$ cat src/rtl/pcm_tx_pkg.sv
// Shared types and defaults for the PCM serial transmitter.
// Optional even-parity bit is enabled by defining PCM_TX_PARITY_EN.
package pcm_tx_pkg;

   typedef enum logic {ST_IDLE, ST_SHIFT} pcm_state_e;

   localparam int unsigned DefDataW  = 16;
   localparam int unsigned DefDepth  = 8;
   localparam int unsigned DefClkDiv = 4;

   // Callers zero-extend; leading zeros do not change even parity.
   function automatic logic even_parity(input logic [31:0] d);
      return ^d;
   endfunction

endpackage

$ cat src/rtl/pcm_tx_fifo.sv
// Synchronous single-clock FIFO; DEPTH must be a power of two so pointers wrap naturally.
module pcm_tx_fifo #(
   parameter int unsigned DATA_W = 16,
   parameter int unsigned DEPTH  = 8
) (
   input  logic                     clk,
   input  logic                     rst,
   input  logic                     push,
   input  logic [DATA_W-1:0]        wdata,
   input  logic                     pop,
   output logic [DATA_W-1:0]        rdata,
   output logic                     full,
   output logic                     empty,
   output logic [$clog2(DEPTH):0]   level
);

   localparam int unsigned PtrW = $clog2(DEPTH);

   logic [DATA_W-1:0] mem_q [DEPTH];
   logic [DATA_W-1:0] mem_d [DEPTH];
   logic [PtrW-1:0]   wr_ptr_q, wr_ptr_d;
   logic [PtrW-1:0]   rd_ptr_q, rd_ptr_d;
   logic [PtrW:0]     count_q, count_d;
   logic              do_push, do_pop;

   assign full  = (count_q == (PtrW + 1)'(DEPTH));
   assign empty = (count_q == '0);
   assign level = count_q;
   assign rdata = mem_q[rd_ptr_q];

   always_comb begin
      do_push  = push & ~full;
      do_pop   = pop & ~empty;
      wr_ptr_d = wr_ptr_q + PtrW'(do_push);
      rd_ptr_d = rd_ptr_q + PtrW'(do_pop);
      count_d  = count_q;
      case ({do_push, do_pop})
         2'b10:   count_d = count_q + 1'b1;
         2'b01:   count_d = count_q - 1'b1;
         default: count_d = count_q;
      endcase
      mem_d = mem_q;
      if (do_push) mem_d[wr_ptr_q] = wdata;
   end

   always_ff @(posedge clk) begin
      if (rst) begin
         wr_ptr_q <= '0;
         rd_ptr_q <= '0;
         count_q  <= '0;
      end else begin
         wr_ptr_q <= wr_ptr_d;
         rd_ptr_q <= rd_ptr_d;
         count_q  <= count_d;
      end
   end

   // Storage needs no reset; emptiness is tracked by count_q.
   always_ff @(posedge clk) begin
      mem_q <= mem_d;
   end

endmodule

$ cat src/rtl/pcm_serial_tx.sv
// MSB-first serial transmitter with bit clock and frame sync, fed from a small FIFO.
// Defining PCM_TX_PARITY_EN appends an even-parity bit after the LSB.
module pcm_serial_tx
   import pcm_tx_pkg::*;
#(
   parameter int unsigned DATA_W  = DefDataW,
   parameter int unsigned DEPTH   = DefDepth,
   parameter int unsigned CLK_DIV = DefClkDiv
) (
   input  logic                     clk,
   input  logic                     rst,
   input  logic [DATA_W-1:0]        y_in,
   input  logic                     y_valid,
   output logic                     y_ready,
   output logic                     sclk_o,
   output logic                     sdata_o,
   output logic                     fsync_o,
   output logic                     busy,
   output logic                     overflow,
   output logic [$clog2(DEPTH):0]   fifo_level
);

`ifdef PCM_TX_PARITY_EN
   localparam int unsigned NBits = DATA_W + 1;
`else
   localparam int unsigned NBits = DATA_W;
`endif
   localparam int unsigned BitW = $clog2(NBits);
   localparam int unsigned DivW = $clog2(CLK_DIV);

   pcm_state_e        state_q, state_d;
   logic [DivW-1:0]   div_q, div_d;
   logic [BitW-1:0]   bit_q, bit_d;
   logic [DATA_W-1:0] shreg_q, shreg_d;
   logic              sclk_q, sclk_d, sdata_q, sdata_d, fsync_q, fsync_d;
   logic              busy_q, busy_d, overflow_q, overflow_d;
   logic              fifo_full, fifo_empty, pop, load, shifting;
   logic [DATA_W-1:0] fifo_rdata;
`ifdef PCM_TX_PARITY_EN
   logic              par_q, par_d;
`endif

   pcm_tx_fifo #(
      .DATA_W (DATA_W),
      .DEPTH  (DEPTH)
   ) u_fifo (
      .clk   (clk),
      .rst   (rst),
      .push  (y_valid & y_ready),
      .wdata (y_in),
      .pop   (pop),
      .rdata (fifo_rdata),
      .full  (fifo_full),
      .empty (fifo_empty),
      .level (fifo_level)
   );

   // Uses the pre-pop count, so a full FIFO refuses even when popping this cycle.
   assign y_ready  = ~fifo_full;
   assign sclk_o   = sclk_q;
   assign sdata_o  = sdata_q;
   assign fsync_o  = fsync_q;
   assign busy     = busy_q;
   assign overflow = overflow_q;

   always_comb begin
      state_d    = state_q;
      div_d      = div_q;
      bit_d      = bit_q;
      shreg_d    = shreg_q;
      load       = 1'b0;
      overflow_d = overflow_q | (y_valid & ~y_ready);
      unique case (state_q)
         ST_IDLE: begin
            if (!fifo_empty) load = 1'b1;
         end
         ST_SHIFT: begin
            if (div_q == DivW'(CLK_DIV - 1)) begin
               div_d = '0;
               if (bit_q == BitW'(NBits - 1)) begin
                  if (!fifo_empty) load = 1'b1;
                  else state_d = ST_IDLE;
               end else begin
                  bit_d   = bit_q + 1'b1;
                  shreg_d = {shreg_q[DATA_W-2:0], 1'b0};
               end
            end else begin
               div_d = div_q + 1'b1;
            end
         end
         default: state_d = ST_IDLE;
      endcase
      pop = load;
      if (load) begin
         state_d = ST_SHIFT;
         shreg_d = fifo_rdata;
         div_d   = '0;
         bit_d   = '0;
      end
      // Outputs are derived from next-state so the registered pins line up with the counters.
      shifting = (state_d == ST_SHIFT);
      busy_d   = shifting;
      fsync_d  = shifting && (bit_d == '0);
      sclk_d   = shifting && (div_d >= DivW'(CLK_DIV / 2));
      sdata_d  = shifting && shreg_d[DATA_W-1];
`ifdef PCM_TX_PARITY_EN
      par_d = par_q;
      if (load) par_d = even_parity(32'(fifo_rdata));
      if (bit_d == BitW'(DATA_W)) sdata_d = shifting && par_d;
`endif
   end

   always_ff @(posedge clk) begin
      if (rst) begin
         state_q    <= ST_IDLE;
         div_q      <= '0;
         bit_q      <= '0;
         shreg_q    <= '0;
         sclk_q     <= 1'b0;
         sdata_q    <= 1'b0;
         fsync_q    <= 1'b0;
         busy_q     <= 1'b0;
         overflow_q <= 1'b0;
`ifdef PCM_TX_PARITY_EN
         par_q      <= 1'b0;
`endif
      end else begin
         state_q    <= state_d;
         div_q      <= div_d;
         bit_q      <= bit_d;
         shreg_q    <= shreg_d;
         sclk_q     <= sclk_d;
         sdata_q    <= sdata_d;
         fsync_q    <= fsync_d;
         busy_q     <= busy_d;
         overflow_q <= overflow_d;
`ifdef PCM_TX_PARITY_EN
         par_q      <= par_d;
`endif
      end
   end

endmodule

$ cat config.mk
export PLATFORM = sky130hd
export DESIGN_NAME = pcm_serial_tx
export DESIGN_NICKNAME = d
export VERILOG_FILES = /design/src/rtl/pcm_tx_pkg.sv /design/src/rtl/pcm_tx_fifo.sv /design/src/rtl/pcm_serial_tx.sv
export SDC_FILE = /design/constraint.sdc
export NUM_CORES = 1
export LEC_CHECK = 0
export ABC_AREA = 0
export ABC_CLOCK_PERIOD_IN_PS = 5600
export CORE_MARGIN = 4
export CORE_UTILIZATION = 45
export DETAILED_ROUTE_END_ITERATION = 12
export PLACE_DENSITY = 0.63
export REMOVE_ABC_BUFFERS = 1
export SLEW_MARGIN = 15
export SYNTH_ARGS = -nofsm -noshare
export SYNTH_HDL_FRONTEND = slang
export SYNTH_SLANG_ARGS = --single-unit
$ cat constraint.sdc
create_clock -name clk -period 5.6 [get_ports clk]
set_input_delay 1.12 -clock clk [delete_from_list [all_inputs] [get_ports clk]]
set_output_delay 1.12 -clock clk [all_outputs]
set_load 0.1 [all_outputs]
==> results by group <==
Timing
  • Final Cycle Share: 0.625
  • Final Setup Violations: 0
  • Achievable clock frequency: 0.286 GHz
  • Max-slew headroom: 0.346
  • Setup TNS: 0 ns
  • Slew Limit Fails: 0
  • Worst slew pin tran: 0.977 ns
  • Setup repair after global routing missed its margin: false
  • Final Hold Viols: 0
  • Final Skew: 0.0109 ns
  • Tmin final: roughly 3.5 ns

Synth
  • Synth Instances: 393
  • Register area share after synthesis: 0.690
  • Compound-gate portion of the synthesized area: 0.0631
  • XOR/XNOR share of the synthesized area: 0.00791
  • Synth async-reset ratio: 0
  • Dominant cell type by area after synthesis: edfxtp_1
  • Top-area cell type share of the netlist area: 0.579
  • Ys flop type: edfxtp_1
  • Yosys reg bits: 165
  • Post-synth EDFFs: 128
  • Largest family of logic cells by synthesized area: multiplexers
  • Post-Synth Simple-Gate Area: 0.0766
  • Syn_area_per_cell: roughly 17 um^2
  • Synth top area cells: edfxtp_1, dfxtp_1, mux4_2, a211oi_2, nand2_1
  • Netlist cell types: 44
  • Synth Warn #: 0
  • Mux share of post-synthesis cell area: 0.120
  • Synth Area in Adders: 0.0169
  • Post-Syn Area: about 0.0066 mm^2

Detailed routing
  • Vias per cell: about 5.6
  • Vias: between 3000 and 4000
  • DRC viols: 0
  • Pre-Repair DR Iteration Count: 4
  • WL final: roughly 12000 um
  • DRT antenna net count: 0
  • Initial drt markers: 256
  • Wire per inst: 19.5 um

GRT
  • GR met1 Demand/Resource: 0.210
  • Largest net degree at the start of global routing: 35
  • GRT overflow: 0
  • Vias in the first global route: 3578
  • Total Routing Usage GR: 0.159
  • M3 GR Usage: 0.0392
  • Initial antenna violation count: 0
  • Met2 Use GR: 0.259
  • First-pass GRT wire length: 19700 um
  • Grt peak-use layer: met2

Floorplanning
  • Starting Density: 0.459
  • Std-Cell Rows: 44
  • Io pins: 29
  • Die area: 0.0168 mm^2
  • Die W: 130 um
  • Core footprint: 0.0145 mm^2
  • Chip height: 130 um

CTS
  • CTS sink cnt: 165
  • Total CTS buffers: 17
  • Clk slew on worst S/H paths: 0.06 ns
  • Post-CTS Resized: 0
  • H-tree depth: 4
  • Latest clock arrival within the worst-skew pair: between 0.4 and 0.5 ns
  • Bufs on Longest Clock Path: 2
  • Root buf cell: clkbuf_16
  • # Post-CTS Setup Buffers: 0
  • Hold bufs inserted after CTS: 0
  • TritonCTS clock tree: built

Worst setup path
  • Setup crit end kind: output pin
  • Crit Path Category: register to output pin
  • Worst Setup Start Kind: register
  • CP max FO: 9
  • R2r setup slk: 2.70 ns
  • CP Data Required Time: 4.48 ns
  • Crit path DAT: roughly 2.4 ns

Final layout
  • Most frequent cells in the layout: edfxtp_1, nand2_1, dfxtp_1
  • Fraction of layout cells with a size suffix above 1: 0.200
  • Most common cell after layout, fill and taps aside: edfxtp_1
  • Util after Layout: 0.533
  • Filler Cells Inserted: around 1100
  • ANT cells: 0
  • Area grow syn2layout: 16.2%
  • Nets: 459

Power and ir drop
  • Power per cell area: between 400 and 500 mW/mm^2
  • Worst VDD drop: 0.000209 V
  • Lkg Pwr: between 2 and 3 nW

Placed design
  • DP HPWL: 6900 um
  • GP Congestion: 0.721
  • Port bufs: 28

Hold path
  • Hold crit path type: register to register

Run
  • Max-cap check violation count: 0

Status
  • Status: complete, no violations
state kept, by name, indices dropped and copies added (netlist names):
register         cells
u_fifo.wr_ptr_q      3
div_q                2
bit_q                4
shreg_q             16
sclk_o               1
u_fifo.rd_ptr_q      3
sdata_o              1
overflow             1
u_fifo.mem_q       128
fsync_o              1
busy                 1
u_fifo.level         4
power breakdown:
part           internal, mW  leakage [nW]  switching (mW)
sequential             1.45          1.47          0.0960
combinational         0.356         0.781           0.478
clock                 0.753         0.294           0.434
critical path, stage by stage, from the launching register on:
cell and delay [ns]:
dfxtp_1 0.40, or4b_1 0.58, clkdlybuf4s50_1 0.99
cell usage after synthesis (2+ instances only):
master    instances
buf_2             7
buf_4             4
mux4_2           28
and2_1            2
buf_1             2
nor2_1           17
a21o_1            2
edfxtp_1        128
clkbuf_1          4
mux4_1            4
nand4_1           2
nor2b_1          20
nor3_1            4
a21oi_1           8
dfxtp_1          37
inv_1             3
nand4b_1          2
nand2b_1          7
buf_6             4
mux2i_1           4
mux2_2            2
a211oi_2         12
ha_1              9
xor2_1            3
a211oi_1          6
a311oi_1         14
xnor2_1           3
nand2_1          37
nand3_1           3
per-stage QoR:
step	hold WS (ns)	setup WS, ns	instances	total power, mW	cell area (um^2)
after CTS	0.479	2.09	628	3.61	7720
after global routing	0.503	2.02	628	3.75	7720
after detailed placement	0.465	2.53	596	2.42	7110
after global placement	0.455	2.55	596	2.40	7110
final	0.467	2.10	628	3.56	7720
after floorplan	0.442	1.68	371	2.18	6490
kinds of logic after synthesis:
group | count (synthesis)
AOI/OAI and AO/OA | 48
xor gates and xnor gates | 6
adders and majority gates | 9
buffers and inverters | 26
DFF | 165
muxes | 38
and+or+nand+nor | 101
cell type report:
class / count / area (um^2) / area share
clock inverter: 11 / 159 / 0.0206
inverter: 4 / 15.0 / 0.00194
multi-input combinational: 202 / 1900 / 0.246
timing repair buffer: 41 / 378 / 0.0489
clock buffer: 21 / 450 / 0.0583
sequential: 165 / 4590 / 0.594
tap: 184 / 230 / 0.0298
worst paths after layout:
kind,from,endpoint,depth (start not counted)
hold / removal,overflow,overflow,2
setup reg to reg,bit_q[0],u_fifo.level[2],12
hold reg to reg,overflow,overflow,2
setup / recovery,u_fifo.level[0],y_ready,2
metal layers:
metal | part of all wire | vias up
met1 | 0.45 | 1796
met5 | 0 | -
met4 | 0.0087 | 0
met2 | 0.50 | 63
met3 | 0.038 | 7
li1 | - | 1621
No activity file was read; power rests on OpenSTA's default activity.
